### src/rtl/b64_frame_unpacker.sv
// Unpacks 64-bit ADC packet words into a byte stream and checks frame continuity. Adds statistics counters
// when STATS_EN is defined. Latency: pop in cycle N, word captured at the end of N+1, first byte valid at N+2.
// Backpressure: m_ready low holds the byte outputs and stops FIFO pops.
module b64_frame_unpacker #(
  parameter int FRAME_LEN_W = 13,
  parameter int STAT_W      = 16
) (
  input  logic                   clk,
  input  logic                   rst_n,
  input  logic [63:0]            fifo_dout,
  input  logic                   fifo_empty,
  output logic                   fifo_rd_en,
  input  logic [FRAME_LEN_W-1:0] frame_length,
  output logic [7:0]             m_data,
  output logic                   m_valid,
  input  logic                   m_ready,
  output logic                   m_sof,
  output logic                   m_eof,
  output logic [FRAME_LEN_W-1:0] m_sextet,
  output logic [2:0]             m_byte_idx,
  output logic                   m_adc_sel,
  output logic                   m_half_shift,
  output logic                   m_switch,
  output logic                   switch_toggle,
  output logic                   seq_err,
  output logic                   locked
`ifdef STATS_EN
  ,
  output logic [STAT_W-1:0]      frame_cnt,
  output logic [STAT_W-1:0]      err_cnt,
  output logic [STAT_W-1:0]      drop_cnt
`endif
);

  typedef enum logic [1:0] {S_IDLE, S_FETCH, S_EMIT} state_t;

  state_t                 r_state;
  state_t                 w_state_nxt;
  logic [63:0]            r_word;
  logic [2:0]             r_byte_idx;
  logic [FRAME_LEN_W-1:0] r_expected;
  logic                   r_prev_switch;
  logic                   r_locked;
  logic                   r_seq_err;
  logic                   r_switch_toggle;

  // Header fields of the word currently arriving from the FIFO (meaningful in FETCH only).
  logic [FRAME_LEN_W-1:0] w_in_sext;
  logic                   w_in_switch;
  logic                   w_mismatch;
  logic                   w_take;
  logic                   w_last_acc;
  logic [FRAME_LEN_W-1:0] w_cur_sext;

  assign w_in_sext   = fifo_dout[48 +: FRAME_LEN_W];
  assign w_in_switch = fifo_dout[61];
  // A locked stream breaks continuity on an unexpected or out-of-frame sextet index.
  assign w_mismatch  = r_locked & ((w_in_sext != r_expected) | (w_in_sext > frame_length));
  // After a break the same word is judged as if hunting: only a sextet 0 is kept.
  assign w_take      = (r_locked & ~w_mismatch) | (w_in_sext == '0);
  assign w_last_acc  = (r_state == S_EMIT) & (r_byte_idx == 3'd5) & m_ready;
  assign w_cur_sext  = r_word[48 +: FRAME_LEN_W];

  // State register.
  always_ff @(posedge clk) begin
    if (!rst_n) r_state <= S_IDLE;
    else        r_state <= w_state_nxt;
  end

  // Next-state logic.
  always_comb begin
    w_state_nxt = r_state;
    case (r_state)
      S_IDLE:  if (fifo_rd_en) w_state_nxt = S_FETCH;
      S_FETCH: begin
        if (w_take)          w_state_nxt = S_EMIT;
        else if (fifo_rd_en) w_state_nxt = S_FETCH;
        else                 w_state_nxt = S_IDLE;
      end
      S_EMIT:  if (w_last_acc) w_state_nxt = fifo_rd_en ? S_FETCH : S_IDLE;
      default: w_state_nxt = S_IDLE;
    endcase
  end

  // Output logic: pops and byte-stream handshake derived from state.
  always_comb begin
    fifo_rd_en = 1'b0;
    m_valid    = 1'b0;
    case (r_state)
      S_IDLE: fifo_rd_en = ~fifo_empty;
      S_EMIT: begin
        m_valid    = 1'b1;
        fifo_rd_en = w_last_acc & ~fifo_empty;
      end
      default: ;
    endcase
  end

  // Word capture, byte sequencing, continuity tracking and event pulses.
  always_ff @(posedge clk) begin
    if (!rst_n) begin
      r_word          <= '0;
      r_byte_idx      <= 3'd0;
      r_expected      <= '0;
      r_prev_switch   <= 1'b0;
      r_locked        <= 1'b0;
      r_seq_err       <= 1'b0;
      r_switch_toggle <= 1'b0;
    end else begin
      r_seq_err       <= 1'b0;
      r_switch_toggle <= 1'b0;
      if (r_state == S_FETCH) begin
        r_word     <= fifo_dout;
        r_byte_idx <= 3'd0;
        r_seq_err  <= w_mismatch;
        r_locked   <= w_take;
        if (w_take) begin
          r_switch_toggle <= w_in_switch ^ r_prev_switch;
          r_prev_switch   <= w_in_switch;
        end
      end else if ((r_state == S_EMIT) && m_ready) begin
        if (r_byte_idx == 3'd5) begin
          r_byte_idx <= 3'd0;
          r_expected <= (w_cur_sext == frame_length) ? '0 : w_cur_sext + FRAME_LEN_W'(1);
        end else begin
          r_byte_idx <= r_byte_idx + 3'd1;
        end
      end
    end
  end

  assign m_data        = r_word[{r_byte_idx, 3'b000} +: 8];
  assign m_byte_idx    = r_byte_idx;
  assign m_sextet      = w_cur_sext;
  assign m_adc_sel     = r_word[63];
  assign m_half_shift  = r_word[62];
  assign m_switch      = r_word[61];
  assign m_sof         = m_valid & (r_byte_idx == 3'd0) & (w_cur_sext == '0);
  assign m_eof         = m_valid & (r_byte_idx == 3'd5) & (w_cur_sext == frame_length);
  assign switch_toggle = r_switch_toggle;
  assign seq_err       = r_seq_err;
  assign locked        = r_locked;

`ifdef STATS_EN
  logic [STAT_W-1:0] r_frame_cnt;
  logic [STAT_W-1:0] r_err_cnt;
  logic [STAT_W-1:0] r_drop_cnt;

  // Saturating event counters: completed frames, continuity errors, dropped words.
  always_ff @(posedge clk) begin
    if (!rst_n) begin
      r_frame_cnt <= '0;
      r_err_cnt   <= '0;
      r_drop_cnt  <= '0;
    end else begin
      if (m_eof && m_ready && (r_frame_cnt != '1))
        r_frame_cnt <= r_frame_cnt + STAT_W'(1);
      if ((r_state == S_FETCH) && w_mismatch && (r_err_cnt != '1))
        r_err_cnt <= r_err_cnt + STAT_W'(1);
      if ((r_state == S_FETCH) && !w_take && (r_drop_cnt != '1))
        r_drop_cnt <= r_drop_cnt + STAT_W'(1);
    end
  end

  assign frame_cnt = r_frame_cnt;
  assign err_cnt   = r_err_cnt;
  assign drop_cnt  = r_drop_cnt;
`endif

endmodule

### config.mk
export PLATFORM = sky130hd
export DESIGN_NAME = b64_frame_unpacker
export DESIGN_NICKNAME = d
export VERILOG_FILES = /design/src/rtl/b64_frame_unpacker.sv
export SDC_FILE = /design/constraint.sdc
export NUM_CORES = 1
export LEC_CHECK = 0
export CAP_MARGIN = 20
export CORE_MARGIN = 4
export CORE_UTILIZATION = 51
export CTS_BUF_LIST = sky130_fd_sc_hd__clkbuf_8
export CTS_CLUSTER_DIAMETER = 100
export DETAILED_ROUTE_END_ITERATION = 7
export GPL_ROUTABILITY_DRIVEN = 0
export PLACE_DENSITY = 0.83
export SLEW_MARGIN = 20
export SYNTH_ARGS = -nofsm -noshare
export SYNTH_HDL_FRONTEND = slang
export SYNTH_SLANG_ARGS = --single-unit
### constraint.sdc
create_clock -name clk -period 2.3 [get_ports clk]
set_input_delay 0.23 -clock clk [delete_from_list [all_inputs] [get_ports clk]]
set_output_delay 0.23 -clock clk [all_outputs]
set_load 0.02 [all_outputs]
==> results of run 1 <==
==> worst paths after layout <==
| path | startpoint | endpoint | slack, ns | depth (start not counted) |
|---|---|---|---|---|
| max | m_byte_idx[0]$_SDFFE_PP0P_ | m_data[3] | 0.04 | 5 |
| min | fifo_dout[19] | r_word[19]$_SDFFE_PN0P_ | 0.40 | 3 |
| max reg2reg | r_word[48]$_SDFFE_PN0P_ | r_expected[10]$_SDFFE_PN0P_ | 0.28 | 8 |
| min reg2reg | r_word[18]$_SDFFE_PN0P_ | r_word[18]$_SDFFE_PN0P_ | 0.46 | 2 |
==> metrics by stage <==
| step | setup TNS [ns] | util [%] |
|---|---|---|
| finish | 0 | 71.9 |
| detailed placement | -0.500 | 69.1 |
| global route | 0 | 71.9 |
| CTS | 0 | 72.0 |
| global placement | -0.264 | 69.1 |
| floorplan | 0 | - |
==> cell type report <==
class,instances,area share (%)
sequential,86,27.5
clock buffer,9,1.97
clock inverter,7,1.42
tap,108,2.15
timing repair buffer,166,25.1
multi-input combinational,401,40.8
inverter,18,1.08
==> critical path, stage by stage (launching register included) <==
cell     delay (ns)
dfxtp_4        0.41
buf_16         0.15
buf_4          0.11
mux4_2         0.53
mux2_2         0.31
buf_2          0.16
==> registers in the layout, indices dropped and copies added (netlist names) <==
signal         cells
m_byte_idx         3
switch_toggle      1
r_expected        13
r_state            2
locked             1
seq_err            1
r_prev_switch      1
r_word            64
==> cells in the final DEF (no fill, tap or decap), drive strengths merged, types with 2 or more instances in the layout <==
cell,count
nand2,145
a21oi,81
o21ai,6
nand4,9
buf,54
clkdlybuf4s50,103
inv,21
nor2b,2
mux2,8
a2bb2oi,3
nor4b,2
ha,15
nor2,16
dfxtp,86
nor4,10
xor2,26
clkdlybuf4s15,2
nand3,20
a31oi,2
nor3,5
and2,4
and3,6
clkbuf,14
xnor2,12
mux4,16
clkinv,2
==> cells by family after synthesis <==
| logic type | count (synthesis) | share of synthesized area (%) |
|---|---|---|
| XOR/XNOR | 38 | 7.28 |
| flip-flops | 86 | 37.6 |
| adder cells (fa/ha/maj) | 15 | 4.10 |
| buffers and inverters | 69 | 6.92 |
| AND/OR/NAND/NOR | 223 | 21.8 |
| multiplexers | 25 | 10.1 |
| AO/OA/AOI/OAI | 100 | 12.2 |
==> per-layer routing <==
| metal | track usage (%) | vias up |
|---|---|---|
| li1 | - | 2134 |
| met1 | 35.7 | 2183 |
| met2 | 46.7 | 257 |
| met3 | 5.68 | 42 |
| met4 | 9.28 | 0 |
| met5 | 0 | - |
==> repair_timing <==
action,4_1_cts,5_1_grt
setup buffers,3,0
gates cloned,1,0
setup endpoints to repair,11,8
resized for setup,28,13
==> report_power, final <==
| group | total, mW | switching [mW] | internal (mW) |
|---|---|---|---|
| clock | 1.13 | 0.602 | 0.524 |
| combinational | 0.574 | 0.273 | 0.301 |
| sequential | 1.59 | 0.0459 | 1.54 |
==> run_results.csv, run 1 <==
group,metric,value,unit
power,total_leakage_power,2.44,nW
synthesis,synth_nets,652,
synthesis,yosys.area.top_type,"dfxtp_1",
synthesis,synth_edf_count,0,
synthesis,postSynthRegisterBits,86,
global_routing,pin_count_of_the_biggest_net_entering_global_routing,49,
floorplanning,rows,34,
sta,worst_slack_setup_final,0.0366,ns
sta,finalClockSkew,0.00963,ns
route,drt_first_iter_violations,454,
sta,finalSetupViolations,0,
synthesis,syn-cell-area,4570,µm²
floorplanning,dieWidth,103,µm
cells_and_area,layout.filler_cells,599,
clocking,htree_levels,3,
outcome,result_of_the_run,"finished clean",
route,routed.top_layer,"met4",
cells_and_area,finalInstanceArea,6270,µm²
route,avgRoutedWirePerCell,18.1,µm
synthesis,synth-warning-count,0,
clocking,clk_transition_reported_paths,0.10,ns
place,dp_slack,-0.185,ns
clocking,cts_tree,"yes",
cells_and_area,layout.area.seq,1730,µm²
setup_path,worst-endpoint-required,2.07,ns
place,port-buffer-count,114,
sta,slew_headroom,56.2,%
route,tritonroute_pass_1_iters,5,
sta,timing.final.crit_share,98.4,%
sta,worstMarginPinSlew,0.656,ns
cells_and_area,final_layout_size_suffix_gt1_share,17.0,%
clocking,insertion_delay_of_the_later_clocked_pin_in_the_worst_skew_pair,0.36,ns
synthesis,ys_types,46,
clocking,hold_bufs_at_cts,0,
power,cellPowerDensity,524,nW/µm²
sta,hold-worst-slack,0.403,ns
setup_path,worstPathMaxFanout,8,
cells_and_area,layout_area_overhead,37.1,%
cells_and_area,multi_input_logic_area,2560,µm²
setup_path,timing.critical_path.to_type,"output port",
floorplanning,floorplan.initialDensity,52.5,%
floorplanning,ios,115,
global_routing,grt_pass1_vias,4509,
global_routing,track_usage,27.8,%
route,detail_route_antenna_nets,0,
floorplanning,core_area,8720,µm²
synthesis,ys_dominant_reg_cell,"dfxtp_1",
sta,timing_hold_violations_final,0,
clocking,cts-buffers-inserted,9,
sta,period_needed,2.26,ns
global_routing,grt_antenna_before_repair,0,
route,drt-total-wl,14400,µm
floorplanning,dieHeight,103,µm
global_routing,grt_pass1_wl,22500,µm
place,placed_cells_incl_taps,775,
synthesis,synth.yosys.seq_area_share,37.6,%
clocking,max-clock-path-buffers,2,
route,num_vias,4616,
clocking,clock-sinks,86,
synthesis,synthesis.area_per_instance,8.23,µm²
setup_path,arrival,2.03,ns
route,met2_wirelength,7020,µm
worst_hold_path,kind_of_path_behind_the_tightest_hold_check,"primary input to flip-flop",
route,m1WireLength,5590,µm
setup_path,crit_path_class,"flip-flop to output port",
synthesis,cell_with_the_most_instances_after_synthesis,"nand2_1",
sta,number_of_pins_with_negative_max_slew_slack_in_the_final_report,0,
global_routing,grt-ovfl-total,0,
floorplanning,dieArea,10500,µm²
cells_and_area,layout.nets,778,
sta,max_freq,442,MHz
run,maxCapViolations,0,
route,remaining_drc_errors,0,
power,total_power,3.29,mW
synthesis,synthTopCellsByCount,"144 x nand2_1, 86 x dfxtp_1, 81 x a21oi_1",
cells_and_area,antenna_cells_inserted,0,
route,routed_via_density,5.81,
place,post_dp_cell_area,6020,µm²
setup_path,worst_setup_path_start_kind,"flip-flop",
synthesis,yosysTopAreaCellShare,37.6,%
power,ir_drop,0.000334,V
place,hpwlAfterDp,10500,µm
synthesis,postSynth.asyncResetShare,0,%
synthesis,ys_top_cells_by_area,"dfxtp_1 38%, nand2_1 12%, a21oi_1 8.9%",
clocking,clk_root_buffer_cell,"clkbuf_8",
synthesis,post_synth_inst_count,556,
cells_and_area,final-instance-count-excl-fill,795,
route,met3_wirelength,1380,µm
sta,unrepaired_setup_endpoints_after_global_routing,"no",
Note: power is estimated with default switching activity, not from simulation.
==> inputs of run 2 (changes only) <==
--- a/config.mk
+++ b/config.mk
@@ -13,7 +13,6 @@
 export DETAILED_ROUTE_END_ITERATION = 7
 export GPL_ROUTABILITY_DRIVEN = 0
 export PLACE_DENSITY = 0.83
-export SLEW_MARGIN = 20
 export SYNTH_ARGS = -nofsm -noshare
 export SYNTH_HDL_FRONTEND = slang
 export SYNTH_SLANG_ARGS = --single-unit
==> results of run 2 <==
Same layout as run 1: the final DEF is identical, and so are final timing and power.
